<file path="src/rtl/alu_seq_multiplier_if.sv">
// Handshake and data bundle between the execute stage and the sequential multiplier.
// The master side requests a multiply; the slave side (the multiplier) answers with the product.
interface alu_seq_multiplier_if #(
   parameter int WIDTH = 32
);
   logic                 start;
   logic [WIDTH-1:0]     multiplicand;
   logic [WIDTH-1:0]     multiplier;
   logic                 busy;
   logic                 done;
   logic [2*WIDTH-1:0]   product;
   logic                 overflow;

   modport master (
      output start, multiplicand, multiplier,
      input  busy, done, product, overflow
   );

   modport slave (
      input  start, multiplicand, multiplier,
      output busy, done, product, overflow
   );
endinterface

</file>
<file path="src/rtl/alu_seq_multiplier.sv">
// Sequential unsigned shift-add multiplier for the ALU MULT operation.
// One conditional add-and-shift per clock; WIDTH iterations give a 2*WIDTH product,
// followed by a single-cycle done pulse and an unsigned overflow flag.
module alu_seq_multiplier #(
   parameter int WIDTH = 32
) (
   input  logic                 clk,
   input  logic                 reset,
   alu_seq_multiplier_if.slave  bus
);

   localparam int CW = $clog2(WIDTH + 1);

   typedef enum logic [1:0] {
      IDLE = 2'd0,
      RUN  = 2'd1,
      DONE = 2'd2
   } state_t;

   state_t               state_q, state_d;
   logic [WIDTH-1:0]     mcand_q, mcand_d;
   logic [2*WIDTH:0]     acc_q, acc_d;
   logic [CW-1:0]        count_q, count_d;
   logic                 busy_q, busy_d;
   logic                 done_q, done_d;
   logic [2*WIDTH-1:0]   product_q, product_d;
   logic                 overflow_q, overflow_d;

   logic [WIDTH:0]       upper_sum;
   logic [2*WIDTH:0]     acc_step;

   // One iteration: conditionally add the multiplicand into the upper field (carry kept in the
   // extra top bit), then shift the whole accumulator right so the carry lands in the product.
   always_comb begin
      upper_sum = acc_q[2*WIDTH:WIDTH];
      if (acc_q[0]) begin
         upper_sum = acc_q[2*WIDTH:WIDTH] + {1'b0, mcand_q};
      end
      acc_step = {1'b0, upper_sum, acc_q[WIDTH-1:1]};
   end

   // Next-state and next-output logic; every output is taken from a flop so nothing
   // combinational reaches the ports.
   always_comb begin
      state_d    = state_q;
      mcand_d    = mcand_q;
      acc_d      = acc_q;
      count_d    = count_q;
      busy_d     = busy_q;
      done_d     = 1'b0;
      product_d  = product_q;
      overflow_d = overflow_q;

      case (state_q)
         IDLE: begin
            if (bus.start) begin
               mcand_d = bus.multiplicand;
               acc_d   = {1'b0, {WIDTH{1'b0}}, bus.multiplier};
               count_d = '0;
               busy_d  = 1'b1;
               state_d = RUN;
            end
         end
         RUN: begin
            acc_d      = acc_step;
            count_d    = count_q + CW'(1);
            product_d  = acc_step[2*WIDTH-1:0];
            overflow_d = |acc_step[2*WIDTH-1:WIDTH];
            if (count_q == CW'(WIDTH - 1)) begin
               busy_d  = 1'b0;
               done_d  = 1'b1;
               state_d = DONE;
            end
         end
         DONE: begin
            state_d = IDLE;
         end
         default: begin
            busy_d  = 1'b0;
            state_d = IDLE;
         end
      endcase
   end

   // State register; a synchronous reset aborts any multiply in flight and clears the result.
   always_ff @(posedge clk) begin
      if (reset) begin
         state_q    <= IDLE;
         mcand_q    <= '0;
         acc_q      <= '0;
         count_q    <= '0;
         busy_q     <= 1'b0;
         done_q     <= 1'b0;
         product_q  <= '0;
         overflow_q <= 1'b0;
      end else begin
         state_q    <= state_d;
         mcand_q    <= mcand_d;
         acc_q      <= acc_d;
         count_q    <= count_d;
         busy_q     <= busy_d;
         done_q     <= done_d;
         product_q  <= product_d;
         overflow_q <= overflow_d;
      end
   end

   assign bus.busy     = busy_q;
   assign bus.done     = done_q;
   assign bus.product  = product_q;
   assign bus.overflow = overflow_q;

endmodule
</file>
<file path="src/flat_wrapper.sv">
// flat-port wrapper written by rule: the top's interface ports become plain ports
module alu_seq_multiplier_flat 
#(
   parameter int WIDTH = 32
)
  (clk, reset, bus_start, bus_multiplicand, bus_multiplier, bus_busy, bus_done, bus_product, bus_overflow);
  alu_seq_multiplier_if #(.WIDTH(WIDTH)) bus_i ();
  input  logic clk;
  input  logic reset;
  input wire logic [$bits(bus_i.start)-1:0] bus_start;
  input wire logic [$bits(bus_i.multiplicand)-1:0] bus_multiplicand;
  input wire logic [$bits(bus_i.multiplier)-1:0] bus_multiplier;
  output wire logic [$bits(bus_i.busy)-1:0] bus_busy;
  output wire logic [$bits(bus_i.done)-1:0] bus_done;
  output wire logic [$bits(bus_i.product)-1:0] bus_product;
  output wire logic [$bits(bus_i.overflow)-1:0] bus_overflow;
  assign bus_i.start = bus_start;
  assign bus_i.multiplicand = bus_multiplicand;
  assign bus_i.multiplier = bus_multiplier;
  assign bus_busy = bus_i.busy;
  assign bus_done = bus_i.done;
  assign bus_product = bus_i.product;
  assign bus_overflow = bus_i.overflow;
  alu_seq_multiplier #(.WIDTH(WIDTH)) u_core (.clk(clk), .reset(reset), .bus(bus_i));
endmodule
</file>
<file path="config.mk">
export PLATFORM = sky130hd
export DESIGN_NAME = alu_seq_multiplier_flat
export DESIGN_NICKNAME = d
export VERILOG_FILES = /design/src/rtl/alu_seq_multiplier_if.sv /design/src/rtl/alu_seq_multiplier.sv /design/src/flat_wrapper.sv
export SDC_FILE = /design/constraint.sdc
export NUM_CORES = 1
export LEC_CHECK = 0
export CAP_MARGIN = 20
export CELL_PAD_IN_SITES_DETAIL_PLACEMENT = 1
export CELL_PAD_IN_SITES_GLOBAL_PLACEMENT = 1
export CORE_MARGIN = 2
export CORE_UTILIZATION = 42
export DETAILED_ROUTE_END_ITERATION = 7
export PLACE_DENSITY = 0.91
export REMOVE_ABC_BUFFERS = 1
export SYNTH_ARGS = -nofsm -noshare
export SYNTH_HDL_FRONTEND = slang
export SYNTH_SLANG_ARGS = --single-unit
export TNS_END_PERCENT = 20
</file>
<file path="constraint.sdc">
create_clock -name clk -period 6.9 [get_ports clk]
set_input_delay 2.07 -clock clk [delete_from_list [all_inputs] [get_ports clk]]
set_output_delay 2.07 -clock clk [all_outputs]
set_load 0.02 [all_outputs]
</file>
# Yosys cells after proc, flatten, opt, wreduce, memory -nomap -nowiden
# Cells that the tools add are included.
[classes] n_addsub=2 eq_ne=5 mux=12 bitwise=2 n_reduce_logical=8
[op_table] cell="65-bit case mux with 2 select lines" n=1
[op_table] cell="65-bit 2-to-1 mux" n=1
[op_table] cell="33-bit by 32-bit adder with 33-bit output" n=1
[op_table] cell="33-bit 2-to-1 mux" n=1
[op_table] cell="32-bit OR reduction" n=1
[op_table] cell="6-bit case mux with 2 select lines" n=1
[op_table] cell="6-bit by 1-bit adder with 6-bit output, second input constant" n=1
[op_table] cell="6-bit by 5-bit equality test with 1-bit output, second input constant" n=1
[op_table] cell="6-bit 2-to-1 mux" n=1
[op_table] cell="2-bit AND reduction" n=3
[op_table] cell="2-bit 2-to-1 mux" n=2
[op_table] cell="2-bit case mux with 2 select lines" n=1
[op_table] cell="1-bit 2-to-1 mux" n=3
[op_table] cell="1-bit case mux with 3 select lines" n=1
[op_table] cell="3-bit AND reduction" n=1
[op_table] cell="2-bit by 1-bit equality test with 1-bit output, second input constant" n=1
[op_table] cell="2-bit equality test, second input constant" n=1
[op_table] cell="2-bit logical NOT" n=1
[op_table] cell="2-bit by 1-bit inequality test with 1-bit output, second input constant" n=1
[op_table] cell="2-bit inequality test, second input constant" n=1
[op_table] cell="1-bit NOT" n=2
[op_table] cell="2-bit nonzero test" n=1
[op_table] cell="2-bit OR reduction" n=1
[word_totals] register_bits=172 input_bits=67 out_inout_bits=67 wordCells=37

# Depth between registers and ports, before layout
[logic_depth] depth_word=3 ltp_mapped=13 depth_no_buf=13

# Worst setup path after synthesis
# Ideal clock, no wire load.
[synth_timing] path_kind="register -> register" from="reg u_core.acc_q[32]" to="reg u_core.overflow_q (netlist: u_core.bus.overflow)" setup_ns=0.132 t_arrival_ns=3.378 required_time_ns=6.768 setup_slack_ns=3.391 path_stages_with_launch=14 path_buffers=0 synth_period_minus_slack_ns=3.509 cell_sequence="dfxtp_1 > ha_1 > inv_1 > fa_1 > nand2b_1 > a21oi_2 > o21bai_1 > o41ai_1 > xor2_1 > a2111o_1 > nor4_1 > nand4_1 > or4b_1 > nor3b_1"
[synth_via] elab_chain_len=3
[synth_rtl] item="from (decl)" line_no="alu_seq_multiplier.sv:22" rtl="logic [2*WIDTH:0] acc_q, acc_d;"
[synth_rtl] item="from (signal assigned)" line_no="alu_seq_multiplier.sv:90" rtl="acc_q <= '0;"
[synth_rtl] item="from (signal assigned)" line_no="alu_seq_multiplier.sv:99" rtl="acc_q <= acc_d;"
[synth_rtl] item="33-bit by 32-bit adder with 33-bit output" line_no="alu_seq_multiplier.sv:37" rtl="upper_sum = acc_q[2*WIDTH:WIDTH] + {1'b0, mcand_q};"
[synth_rtl] item="33-bit 2-to-1 mux" line_no="alu_seq_multiplier.sv:36" rtl="if (acc_q[0]) begin"
[synth_rtl] item="32-bit OR reduction" line_no="alu_seq_multiplier.sv:68" rtl="overflow_d = |acc_step[2*WIDTH-1:WIDTH];"
[synth_rtl] item="to (signal assigned)" line_no="alu_seq_multiplier.sv:104" rtl="overflow_q <= overflow_d;"
[synth_rtl] item="to (decl)" line_no="alu_seq_multiplier.sv:27" rtl="logic overflow_q, overflow_d;"
# No other way between the ends.
# A chain may end at the register's enable or synchronous reset.

# Final worst setup path
# Ends and elaborated chain as after synthesis.

==> flow_metrics.py <==
metrics = {
    "global_routing": {
        "antenna_found_initial": 2,
        "grt_pass1_vias": 8909,
        "grt_usage": 0.2557,
        "grt_first_pass_wirelength_mm": 45.18,
        "grt_max_degree": 102,
        "grt_remaining_overflow": 0,
    },
    "placement": {
        "hpwl_mm": 18.49,
        "portBuffers": 133,
        "gp_congestion": 0.9184,
    },
    "routing": {
        "drc_errors": 0,
        "wl_per_cell_microns": 17.99,
        "dr_total_vias": 8673,
        "ant_nets": 0,
        "drt_iter0_drc": 467,
        "firstDrtPassIters": 5,
        "vias_per_cell": 5.632,
        "wl_mm": 27.70,
    },
    "synthesis": {
        "yosysWarnings": 0,
        "synth_top_area_frac": 0.3941,
        "synth_cell_types": 71,
        "dominantRegCellSynth": "dfxtp_1",
        "ys_async_sr_fraction": 0,
        "synth.avg_cell_area_sq_um": 7.405,
        "synthTopCellsByArea": "dfxtp_1, a21oi_1, nand2_1",
        "synth_seq_cells": 171,
        "yosys.area.top_type": "dfxtp_1",
        "syn_inst": 1173,
        "synth_edf_count": 0,
        "syn_area_sq_mm": 0.008686,
        "yosysSeqAreaShare": 0.3941,
    },
    "die": {
        "ioPinCount": 134,
        "die_w_microns": 147.8,
        "core_area_sq_mm": 0.02023,
        "die_h_microns": 147.8,
        "dieArea_sq_mm": 0.02185,
        "start_util": 0.4293,
        "row_count": 52,
    },
    "critical_path": {
        "required_ns": 7.20,
        "critPathMaxFanout": 6,
        "reg2reg_from": "u_core.acc_q[32]",
        "end_kind": "flop",
        "max_stage_delay_ns": 0.55,
        "start_kind": "flop",
        "cp_slowest_cell": "o41ai_1",
        "r2r_cells": 13,
        "cp-startpoint": "u_core.acc_q[32]",
        "path_cells": "ha_1 > inv_1 > fa_1 > nand2b_1 > a21oi_2 > o21bai_1 > o41ai_1 > xor2_1 > a2111o_1 > nor4_1 > nand4_1 > or4b_1 > nor3b_1",
        "critPathKind": "flop to flop",
        "critical_path_arrival_ns": 4.31,
    },
    "clock_tree": {
        "cts_buffers": 17,
        "post_cts_buffers": 0,
        "clkTransAtPathRegs_ns": 0.08,
        "insertion_delay_ns": 0.44,
        "clockBufferDepth": 2,
        "holdBufCountCts": 0,
        "post_cts_resize_count": 0,
        "cts_tree": "built",
        "cts-root-buf": "clkbuf_16",
        "cts.sinks": 171,
        "htreeDepth": 4,
    },
    "pwr": {
        "powerDensity_mw_per_mm2": 226.3,
        "irDropWorstVdd_mv": 0.1746,
        "p_leak_nw": 4.029,
    },
    "layout": {
        "syn2layout_area_growth_pct": 23.70,
        "fin_util": 0.5310,
        "nets": 1358,
        "drive_gt1_frac": 0.05280,
    },
    "timing": {
        "fin_crit_sh": 0.5814,
        "fin_skew_ns": 0.01761,
        "min_period_ns": 4.012,
        "report.final.slew_viol_count": 0,
        "setup_viol": 0,
        "worst_slew_pin_slew_ns": 1.086,
        "finalHoldViolCount": 0,
        "tns_ns": 0,
        "fmax_ghz": 0.2493,
        "relSlewSlack": 0.2762,
        "rsz0062_at_grt": "no",
    },
    "worst_hold_path": {
        "holdPathStages": 2,
        "worstHoldStart": "u_core.bus.product[51]",
        "min_path_type": "flop to flop",
    },
    "run_status": {
        "status": "finished, final reports clean",
    },
    "job": {
        "drv_cap": 0,
    },
}
-- Yosys cell counts (5+ instances only) --
library cell  number
nor2b_1           38
nand2b_1           8
xnor2_1           11
nand2_1          245
mux2_2             7
o21ai_0           22
xor2_1             5
a21oi_1          194
o21ai_1            7
a31oi_1            5
ha_1              33
a21o_1             8
a211oi_1           9
o21bai_1           5
dfxtp_1          171
nand4_1           11
inv_1             12
clkbuf_1          68
nor3_1            41
o21a_1            12
buf_1              7
nand3_1           11
o211ai_1          13
nor2_1           147
-- layout make-up --
| cell class | count | area (sq um) |
|---|---|---|
| Fill cell | 2475 | 9490 |
| Multi-Input combinational cell | 912 | 4928 |
| Sequential cell | 171 | 3426 |
| Timing Repair Buffer | 143 | 1404 |
| Clock buffer | 21 | 470.5 |
| Tap cell | 270 | 337.8 |
| Clock inverter | 10 | 130.1 |
| Inverter | 12 | 45.04 |
| Antenna cell | 1 | 2.502 |
-- placed cells by master, fill, tap and decap left out, types with 12 or more instances in the layout --
master | Yosys | routed
a21oi_1 | 194 | 194
dfxtp_1 | 171 | 169
nor3_1 | 41 | 41
inv_1 | 12 | 12
ha_1 | 33 | 33
nor2_1 | 147 | 146
nand2_1 | 245 | 245
nor2b_1 | 38 | 37
clkdlybuf4s50_1 | 0 | 132
o21ai_0 | 22 | 22
clkbuf_16 | 0 | 17
o211ai_1 | 13 | 13
o21a_1 | 12 | 12
-- cells by family after synthesis --
group | count (synthesis) | synth area share
AND/OR/NAND/NOR | 532 | 0.2671
buffers and inverters | 90 | 0.03990
XOR/XNOR | 16 | 0.01613
flip-flops | 171 | 0.3941
adder cells (fa/ha/maj) | 34 | 0.04984
AO/OA/AOI/OAI | 319 | 0.2193
multiplexers | 11 | 0.01369
-- metrics by stage --
stage               cells  area [sq um]  setup slack (ns)  hold slack (ns)  total power [mW]
global route         1539         10740             2.640           0.4743             2.535
global placement     1508         10140             2.665           0.4418             1.449
floorplan            1095          8384             2.706           0.4340             1.293
detailed placement   1508         10140             2.619           0.4487             1.461
finish               1540         10740             2.888           0.4520             2.431
CTS                  1539         10740             2.960           0.4570             2.448
-- metal layers --
metal | up-vias | wire length, microns | global-route usage
met5 | - | 12 | 0
met4 | 2 | 498 | 0.07981
met3 | 41 | 1595 | 0.06358
met2 | 196 | 13380 | 0.4379
met1 | 4232 | 12210 | 0.3167
li1 | 4202 | - | -
-- state kept, by name, indices dropped and copies added (netlist names) --
register and count:
u_core.state_q 2, u_core.bus.done 1, u_core.bus.overflow 1, u_core.count_q 6, u_core.bus.product 64, u_core.bus.busy 1, u_core.acc_q 64, u_core.mcand_q 32
-- critical path: cells and delay by family, from the launching register on --
kind | cells | cell delay, ns
compound gates | 4 | 1.47
xor+xnor | 1 | 0.17
fa+ha+maj | 2 | 0.63
buf+inv | 1 | 0.07
flops | 1 | 0.35
simple gates | 5 | 1.20
-- worst paths after layout --
| kind | end | slack [ns] |
|---|---|---|
| max reg2reg | u_core.bus.overflow | 2.89 |
| min | u_core.bus.product[51] | 0.45 |
| max | u_core.bus.overflow | 2.89 |
| min reg2reg | u_core.bus.product[51] | 0.45 |
-- where the power goes --
part / leakage (nW) / switching (mW) / total, mW / internal (mW)
logic: 2.34 / 0.224 / 0.371 / 0.147
clock network: 0.289 / 0.421 / 0.988 / 0.567
registers: 1.40 / 0.0357 / 1.07 / 1.04
(Power assumes the default switching activity.)
